==> config.mk <==
export PLATFORM = sky130hd
export DESIGN_NAME = ball_controller_flat
export DESIGN_NICKNAME = d
export VERILOG_FILES = /design/src/rtl/ball_if.sv /design/src/rtl/ball_controller.sv /design/src/flat_wrapper.sv
export SDC_FILE = /design/constraint.sdc
export NUM_CORES = 1
export LEC_CHECK = 0
export ABC_AREA = 1
export BUFFER_PORTS_ARGS = -buffer_cell sky130_fd_sc_hd__buf_2
export CORE_ASPECT_RATIO = 1.2
export CORE_MARGIN = 2
export CORE_UTILIZATION = 60
export DETAILED_ROUTE_END_ITERATION = 10
export PLACE_DENSITY = 0.93
export SYNTH_ARGS = -nofsm -noshare
export SYNTH_HDL_FRONTEND = slang
export SYNTH_SLANG_ARGS = --single-unit
==> constraint.sdc <==
create_clock -name clk -period 5 [get_ports clk]
set_clock_uncertainty 0.05 [all_clocks]
set_input_delay 0.25 -clock clk [delete_from_list [all_inputs] [get_ports clk]]
set_output_delay 0.25 -clock clk [all_outputs]
set_load 0.02 [all_outputs]
==> src/rtl/ball_if.sv <==
// Ball controller signal bundle: frame/pixel-pipeline inputs and ball state outputs.
// master = pixel pipeline / frame timing side, slave = ball_controller.
interface ball_if;
  logic       frame_start;
  logic       serve;
  logic [9:0] paddle_x;
  logic [9:0] hpos;
  logic [8:0] vpos;
  logic       in_ball;
  logic       in_brick;
  logic       in_paddle;
  logic [9:0] x;
  logic [8:0] y;
  logic       ball_active;
  logic       brick_hit;
  logic       lost;

  modport master (
    output frame_start, serve, paddle_x, hpos, vpos, in_ball, in_brick, in_paddle,
    input  x, y, ball_active, brick_hit, lost
  );

  modport slave (
    input  frame_start, serve, paddle_x, hpos, vpos, in_ball, in_brick, in_paddle,
    output x, y, ball_active, brick_hit, lost
  );
endinterface

==> src/rtl/ball_controller.sv <==
// Breakout ball motion sequencer: holds the ball on the paddle until served,
// gathers overlap evidence during the frame and moves/reflects it once per frame.
// Optional macro BALL_SPEEDUP_EN: every 8th paddle-touching frame raises the
// step size by one pixel (max 4); the step returns to BALL_SPEED on SERVE entry.
//
// state    | meaning
// S_SERVE  | ball parked on the paddle, follows paddle_x
// S_PLAY   | ball moving, collision evidence being collected
// S_UPDATE | single cycle: reflect, step, detect loss
// S_LOST   | ball out of play, waiting for serve
module ball_controller #(
  parameter int BALL_WIDTH = 5,
  parameter int BALL_SPEED = 2,
  parameter int SCREEN_W   = 640,
  parameter int SCREEN_H   = 480,
  parameter int PADDLE_TOP = 456
) (
  input logic   clk,
  input logic   reset,
  ball_if.slave bus
);
  localparam int HALF = BALL_WIDTH / 2;
  localparam logic signed [10:0] HALF_S  = 11'(HALF);
  localparam logic signed [10:0] XMAX_S  = 11'(SCREEN_W - 1 - HALF);
  localparam logic signed [10:0] YLOST_S = 11'(SCREEN_H - 1 + HALF);
  localparam logic [8:0]         Y_SERVE = 9'(PADDLE_TOP - HALF - 1);
  localparam logic [9:0]         X_RESET = 10'(SCREEN_W / 2);

  typedef enum logic [1:0] {S_SERVE, S_PLAY, S_UPDATE, S_LOST} state_t;

  state_t     state_q, state_d;
  logic [9:0] x_q, x_d;
  logic [8:0] y_q, y_d;
  logic       dir_right_q, dir_right_d, dir_down_q, dir_down_d;
  logic       active_q, active_d, brick_hit_q, brick_hit_d, lost_q, lost_d;
  logic       hit_l_q, hit_l_d, hit_r_q, hit_r_d, hit_t_q, hit_t_d, hit_b_q, hit_b_d;
  logic       brick_seen_q, brick_seen_d;
  logic       hit_evt, dx, dy;
  logic [2:0] speed;
  logic signed [10:0] sx, sy, px, spd, nx, ny;

  assign hit_evt = bus.in_ball && (bus.in_brick || bus.in_paddle);
  assign sx  = {1'b0, x_q};
  assign sy  = {2'b0, y_q};
  assign px  = {1'b0, bus.paddle_x};
  assign spd = {8'b0, speed};

  // Next-state, motion arithmetic and sticky collision flags.
  always_comb begin
    state_d      = state_q;
    x_d          = x_q;
    y_d          = y_q;
    dir_right_d  = dir_right_q;
    dir_down_d   = dir_down_q;
    active_d     = active_q;
    brick_hit_d  = 1'b0;
    lost_d       = 1'b0;
    hit_l_d      = hit_l_q;
    hit_r_d      = hit_r_q;
    hit_t_d      = hit_t_q;
    hit_b_d      = hit_b_q;
    brick_seen_d = brick_seen_q;
    dx           = dir_right_q;
    dy           = dir_down_q;
    nx           = sx;
    ny           = sy;
    case (state_q)
      S_SERVE: begin
        active_d = 1'b1;
        y_d      = Y_SERVE;
        if (px < HALF_S)      x_d = 10'(HALF_S);
        else if (px > XMAX_S) x_d = 10'(XMAX_S);
        else                  x_d = bus.paddle_x;
        if (bus.frame_start && bus.serve) begin
          dir_right_d  = 1'b1;
          dir_down_d   = 1'b0;
          hit_l_d      = 1'b0;
          hit_r_d      = 1'b0;
          hit_t_d      = 1'b0;
          hit_b_d      = 1'b0;
          brick_seen_d = 1'b0;
          state_d      = S_PLAY;
        end
      end
      S_PLAY: begin
        // A collision on the frame_start cycle still counts for this frame.
        if (hit_evt) begin
          if ({1'b0, bus.hpos} < sx) hit_l_d = 1'b1;
          if ({1'b0, bus.hpos} > sx) hit_r_d = 1'b1;
          if ({2'b0, bus.vpos} < sy) hit_t_d = 1'b1;
          if ({2'b0, bus.vpos} > sy) hit_b_d = 1'b1;
          if (bus.in_brick) brick_seen_d = 1'b1;
        end
        if (bus.frame_start) state_d = S_UPDATE;
      end
      S_UPDATE: begin
        if (hit_l_q && !hit_r_q)      dx = 1'b1;
        else if (hit_r_q && !hit_l_q) dx = 1'b0;
        else if (hit_l_q && hit_r_q)  dx = !dir_right_q;
        if (hit_t_q && !hit_b_q)      dy = 1'b1;
        else if (hit_b_q && !hit_t_q) dy = 1'b0;
        else if (hit_t_q && hit_b_q)  dy = !dir_down_q;
        // Walls override object reflection; there is no bottom wall.
        if (!dx && (sx - spd) < HALF_S)     dx = 1'b1;
        else if (dx && (sx + spd) > XMAX_S) dx = 1'b0;
        if (!dy && (sy - spd) < HALF_S)     dy = 1'b1;
        nx = dx ? sx + spd : sx - spd;
        if (nx < HALF_S)      nx = HALF_S;
        else if (nx > XMAX_S) nx = XMAX_S;
        ny = dy ? sy + spd : sy - spd;
        if (ny < HALF_S) ny = HALF_S;
        x_d          = nx[9:0];
        y_d          = ny[8:0];
        dir_right_d  = dx;
        dir_down_d   = dy;
        brick_hit_d  = brick_seen_q;
        hit_l_d      = 1'b0;
        hit_r_d      = 1'b0;
        hit_t_d      = 1'b0;
        hit_b_d      = 1'b0;
        brick_seen_d = 1'b0;
        if (ny > YLOST_S) begin
          lost_d   = 1'b1;
          active_d = 1'b0;
          state_d  = S_LOST;
        end else begin
          state_d  = S_PLAY;
        end
      end
      S_LOST: begin
        active_d = 1'b0;
        if (bus.frame_start && bus.serve) begin
          active_d = 1'b1;
          state_d  = S_SERVE;
        end
      end
      default: state_d = S_SERVE;
    endcase
  end

  // State and output registers with synchronous reset.
  always_ff @(posedge clk) begin
    if (reset) begin
      state_q      <= S_SERVE;
      x_q          <= X_RESET;
      y_q          <= Y_SERVE;
      dir_right_q  <= 1'b1;
      dir_down_q   <= 1'b0;
      active_q     <= 1'b1;
      brick_hit_q  <= 1'b0;
      lost_q       <= 1'b0;
      hit_l_q      <= 1'b0;
      hit_r_q      <= 1'b0;
      hit_t_q      <= 1'b0;
      hit_b_q      <= 1'b0;
      brick_seen_q <= 1'b0;
    end else begin
      state_q      <= state_d;
      x_q          <= x_d;
      y_q          <= y_d;
      dir_right_q  <= dir_right_d;
      dir_down_q   <= dir_down_d;
      active_q     <= active_d;
      brick_hit_q  <= brick_hit_d;
      lost_q       <= lost_d;
      hit_l_q      <= hit_l_d;
      hit_r_q      <= hit_r_d;
      hit_t_q      <= hit_t_d;
      hit_b_q      <= hit_b_d;
      brick_seen_q <= brick_seen_d;
    end
  end

`ifdef BALL_SPEEDUP_EN
  logic       paddle_seen_q, paddle_seen_d;
  logic [2:0] hits_q, hits_d, speed_q, speed_d;

  // Count paddle-touching frames; each wrap of the counter adds a pixel of speed.
  always_comb begin
    paddle_seen_d = paddle_seen_q;
    hits_d        = hits_q;
    speed_d       = speed_q;
    if (state_q == S_PLAY && bus.in_ball && bus.in_paddle) paddle_seen_d = 1'b1;
    if (state_q == S_UPDATE) begin
      paddle_seen_d = 1'b0;
      if (paddle_seen_q) begin
        hits_d = hits_q + 3'd1;
        if (hits_q == 3'd7 && speed_q < 3'd4) speed_d = speed_q + 3'd1;
      end
    end
    if (state_q == S_SERVE && state_d == S_PLAY) paddle_seen_d = 1'b0;
    if (state_q != S_SERVE && state_d == S_SERVE) begin
      hits_d  = 3'd0;
      speed_d = 3'(BALL_SPEED);
    end
  end

  // Speed-up bookkeeping registers.
  always_ff @(posedge clk) begin
    if (reset) begin
      paddle_seen_q <= 1'b0;
      hits_q        <= 3'd0;
      speed_q       <= 3'(BALL_SPEED);
    end else begin
      paddle_seen_q <= paddle_seen_d;
      hits_q        <= hits_d;
      speed_q       <= speed_d;
    end
  end

  assign speed = speed_q;
`else
  assign speed = 3'(BALL_SPEED);
`endif

  assign bus.x           = x_q;
  assign bus.y           = y_q;
  assign bus.ball_active = active_q;
  assign bus.brick_hit   = brick_hit_q;
  assign bus.lost        = lost_q;
endmodule
==> src/flat_wrapper.sv <==
// flat-port wrapper written by rule: the top's interface ports become plain ports
module ball_controller_flat 
#(
  parameter int BALL_WIDTH = 5,
  parameter int BALL_SPEED = 2,
  parameter int SCREEN_W   = 640,
  parameter int SCREEN_H   = 480,
  parameter int PADDLE_TOP = 456
)
  (clk, reset, bus_frame_start, bus_serve, bus_paddle_x, bus_hpos, bus_vpos, bus_in_ball, bus_in_brick, bus_in_paddle, bus_x, bus_y, bus_ball_active, bus_brick_hit, bus_lost);
  ball_if bus_i ();
  input logic clk;
  input logic reset;
  input wire logic [$bits(bus_i.frame_start)-1:0] bus_frame_start;
  input wire logic [$bits(bus_i.serve)-1:0] bus_serve;
  input wire logic [$bits(bus_i.paddle_x)-1:0] bus_paddle_x;
  input wire logic [$bits(bus_i.hpos)-1:0] bus_hpos;
  input wire logic [$bits(bus_i.vpos)-1:0] bus_vpos;
  input wire logic [$bits(bus_i.in_ball)-1:0] bus_in_ball;
  input wire logic [$bits(bus_i.in_brick)-1:0] bus_in_brick;
  input wire logic [$bits(bus_i.in_paddle)-1:0] bus_in_paddle;
  output wire logic [$bits(bus_i.x)-1:0] bus_x;
  output wire logic [$bits(bus_i.y)-1:0] bus_y;
  output wire logic [$bits(bus_i.ball_active)-1:0] bus_ball_active;
  output wire logic [$bits(bus_i.brick_hit)-1:0] bus_brick_hit;
  output wire logic [$bits(bus_i.lost)-1:0] bus_lost;
  assign bus_i.frame_start = bus_frame_start;
  assign bus_i.serve = bus_serve;
  assign bus_i.paddle_x = bus_paddle_x;
  assign bus_i.hpos = bus_hpos;
  assign bus_i.vpos = bus_vpos;
  assign bus_i.in_ball = bus_in_ball;
  assign bus_i.in_brick = bus_in_brick;
  assign bus_i.in_paddle = bus_in_paddle;
  assign bus_x = bus_i.x;
  assign bus_y = bus_i.y;
  assign bus_ball_active = bus_i.ball_active;
  assign bus_brick_hit = bus_i.brick_hit;
  assign bus_lost = bus_i.lost;
  ball_controller #(.BALL_WIDTH(BALL_WIDTH), .BALL_SPEED(BALL_SPEED), .SCREEN_W(SCREEN_W), .SCREEN_H(SCREEN_H), .PADDLE_TOP(PADDLE_TOP)) u_core (.clk(clk), .reset(reset), .bus(bus_i));
endmodule
==> results.py <==
metrics = {
    "outcome": {
        "status": "finished clean",
    },
    "finish": {
        "fin_util_pct": 69.91,
        "layout-drive-gt1-share_pct": 15.75,
        "stdcell_count": 606,
        "area_growth_pct": 14.28,
        "fin_nets": 610,
        "antennaDiodeCount": 0,
    },
    "detailed_routing": {
        "via_per_inst": 5.715,
        "routedWlPerCell_um": 13.82,
        "drc": 0,
        "dr.pass1.iters": 6,
        "drt_wl_total_mm": 8.373,
        "drt_iter0_drc": 230,
        "ant_nets": 0,
        "vias": 3463,
    },
    "cts": {
        "htree_num_levels": 2,
        "cts_root_buffer": "clkbuf_8",
        "postCtsSetupRepairBufs": 0,
        "cts_resized": 0,
        "cts_hold_buf": 0,
        "cts_num_sinks": 31,
        "numCtsBuffers": 5,
        "worstSkewPairLatency_ns": 0.28,
        "cts.clk_slew.worst_paths_ns": 0.07,
        "clockBufferDepth": 2,
        "cts_tree": "yes",
    },
    "global_route": {
        "grt_pass1_wl_mm": 13.72,
        "grt_pass1_vias": 3218,
        "grt_max_degree": 15,
        "antenna_found_initial": 0,
        "overflow": 0,
        "track_usage_pct": 32.03,
    },
    "yosys": {
        "synth_top_area_cell": "dfxtp_1",
        "synth_most_common_cell": "nand2_1",
        "synth_common_cells": "nand2_1 (124), inv_1 (70), nor2_1 (55)",
        "synth_top_area_share_pct": 20.83,
        "synth_area_um2": 2979,
        "syn_area_per_cell_um2": 6.117,
        "ys_types": 37,
        "async_flop_share_pct": 0,
        "synthCells": 487,
        "synth_flop_cell": "dfxtp_1",
        "synth_nets": 551,
        "synth-seq-cells": 31,
        "yosys-top-cells-area": "dfxtp_1 (21%), nand2_1 (16%), ha_1 (12%)",
        "yosysSeqAreaShare_pct": 20.83,
        "synth_edf_count": 0,
        "yosysWarnings": 0,
    },
    "setup_path": {
        "critPathCaptureType": "flip-flop",
        "worstPathArrival_ns": 3.64,
        "crit_required_ns": 5.12,
        "reg2reg_slack_ns": 1.49,
        "cp-start-kind": "flip-flop",
        "critPathKind": "reg -> reg",
        "worstPathMaxFanout": 9,
    },
    "timing": {
        "period_minus_slack_ns": 3.514,
        "setup_viol": 0,
        "rsz0062_at_grt": "false",
        "finalHoldViolations": 0,
        "setup-tns-final_ns": 0,
        "maxSlewHeadroom_pct": 59.92,
        "worst_pin_slew_ns": 0.5989,
        "drv_slew": 0,
        "post-route-period-util_pct": 70.28,
        "fmax_mhz": 284.6,
        "hold-worst-slack_ns": 0.1672,
    },
    "power_and_ir_drop": {
        "ir_drop_v": 0.0002498,
        "p_per_area_nw_per_um2": 255.2,
        "power.leakage_nw": 1.819,
    },
    "die": {
        "die_area_um2": 5547,
        "die_h_um": 81.19,
        "io_pins": 58,
        "coreArea_um2": 4870,
        "fp.dieW_um": 68.33,
        "fp-row-count": 28,
        "start_util_pct": 61.18,
    },
    "placement": {
        "dpl.cell_count": 599,
        "io_buffer_count": 57,
        "routabilityCongestion": 1.036,
        "hpwl_mm": 6.639,
    },
    "hold_path": {
        "hp-class": "in -> reg",
    },
    "flow_run": {
        "cap_violations": 0,
    },
}
-- path summary, 6_finish.rpt --
path	start	cells after the start	to
min	bus_serve	3	u_core.bus.ball_active$_SDFFE_PP1P_
max	u_core.bus.y[1]$_SDFFE_PP0N_	25	u_core.bus.ball_active$_SDFFE_PP1P_
max reg2reg	u_core.bus.y[1]$_SDFFE_PP0N_	25	u_core.bus.ball_active$_SDFFE_PP1P_
min reg2reg	u_core.brick_seen_q$_SDFFE_PP0P_	2	u_core.bus.brick_hit$_SDFF_PP0_
-- critical path, cell delays in order (launching register included) --
cell and delay (ns):
dfxtp_1 0.35, inv_1 0.17, ha_1 0.20, nand2_1 0.10
nor2_2 0.17, nand2_1 0.09, xor2_1 0.19, nor2_1 0.08
nand3_2 0.13, nand3_2 0.18, nand2_1 0.11, nand2_1 0.09
or4_1 0.53, nor2_1 0.11, ha_1 0.16, nor2_1 0.07
inv_1 0.06, nor2_1 0.04, nand2_1 0.06, nand2_1 0.06
nand2_1 0.10, nand3_1 0.08, nand2_1 0.06, nand2_1 0.05
nand2_1 0.05, nand3_1 0.05
-- layer usage --
| layer | track usage (%) | vias up | part of all wire [%] |
|---|---|---|---|
| met5 | 0 | - | 0 |
| met4 | 16.40 | 0 | 4.0 |
| met3 | 7.341 | 34 | 5.3 |
| met2 | 57.67 | 147 | 51 |
| met1 | 33.98 | 1559 | 39 |
| li1 | - | 1723 | - |
-- power breakdown --
group,switching (W),internal [W]
clock,0.0000913,0.000108
sequential,0.0000364,0.000268
combinational,0.000241,0.000124
-- cell families after synthesis --
family / count (synthesis) / share of synthesized area (%)
and+or+nand+nor: 263 / 39.65
buffers and inverters: 81 / 10.33
AOI/OAI and AO/OA: 72 / 14.07
DFF: 31 / 20.83
adders and majority gates: 28 / 11.76
xor gates and xnor gates: 11 / 3.234
other: 1 / 0.1259
-- registers in the layout, indices dropped and copies added, names as in the netlist --
name	count
u_core.hit_b_q	1
u_core.bus.x	10
u_core.bus.ball_active	1
u_core.bus.y	9
u_core.dir_right_q	1
u_core.brick_seen_q	1
u_core.hit_t_q	1
u_core.bus.lost	1
u_core.state_q	2
u_core.bus.brick_hit	1
u_core.dir_down_q	1
u_core.hit_l_q	1
u_core.hit_r_q	1
-- area by class of cell --
cell class,count,area (um2)
multi-input cells,375,2051
well taps,60,75.07
clock inverters,1,5.005
inverters,76,285.3
flip-flops and latches,31,620.6
fillers,441,1465
repair buffers,57,285.3
clock buffers,6,82.58
-- per-stage QoR --
step                setup WS (ns)  cell area (um2)  total power (W)
floorplan                   1.810             2979        0.0005693
global placement            1.745             3317        0.0006550
detailed placement          1.608             3317        0.0006661
CTS                         1.544             3405        0.0008636
global route                1.077             3405        0.0009338
finish                      1.486             3405        0.0008689
-- layout by cell type, fill, tap and decap left out, types with 2 or more instances in the layout --
cell type	count
nand3b_1	5
clkinv_1	3
xor2_1	11
clkbuf_8	6
nor2_2	6
nor4_1	3
nand2_2	6
nand4_1	16
nand3_2	3
o31ai_1	2
inv_1	70
a22oi_1	5
nand3_1	36
a31oi_1	5
o32ai_1	2
o21ai_0	16
ha_1	28
inv_2	3
o21ai_1	6
nor2_1	55
dfxtp_1	31
nand2_4	3
nor3_1	4
o2111ai_1	2
a21oi_1	27
buf_2	57
nand2_1	124
Power figures use the tool's default switching activity.
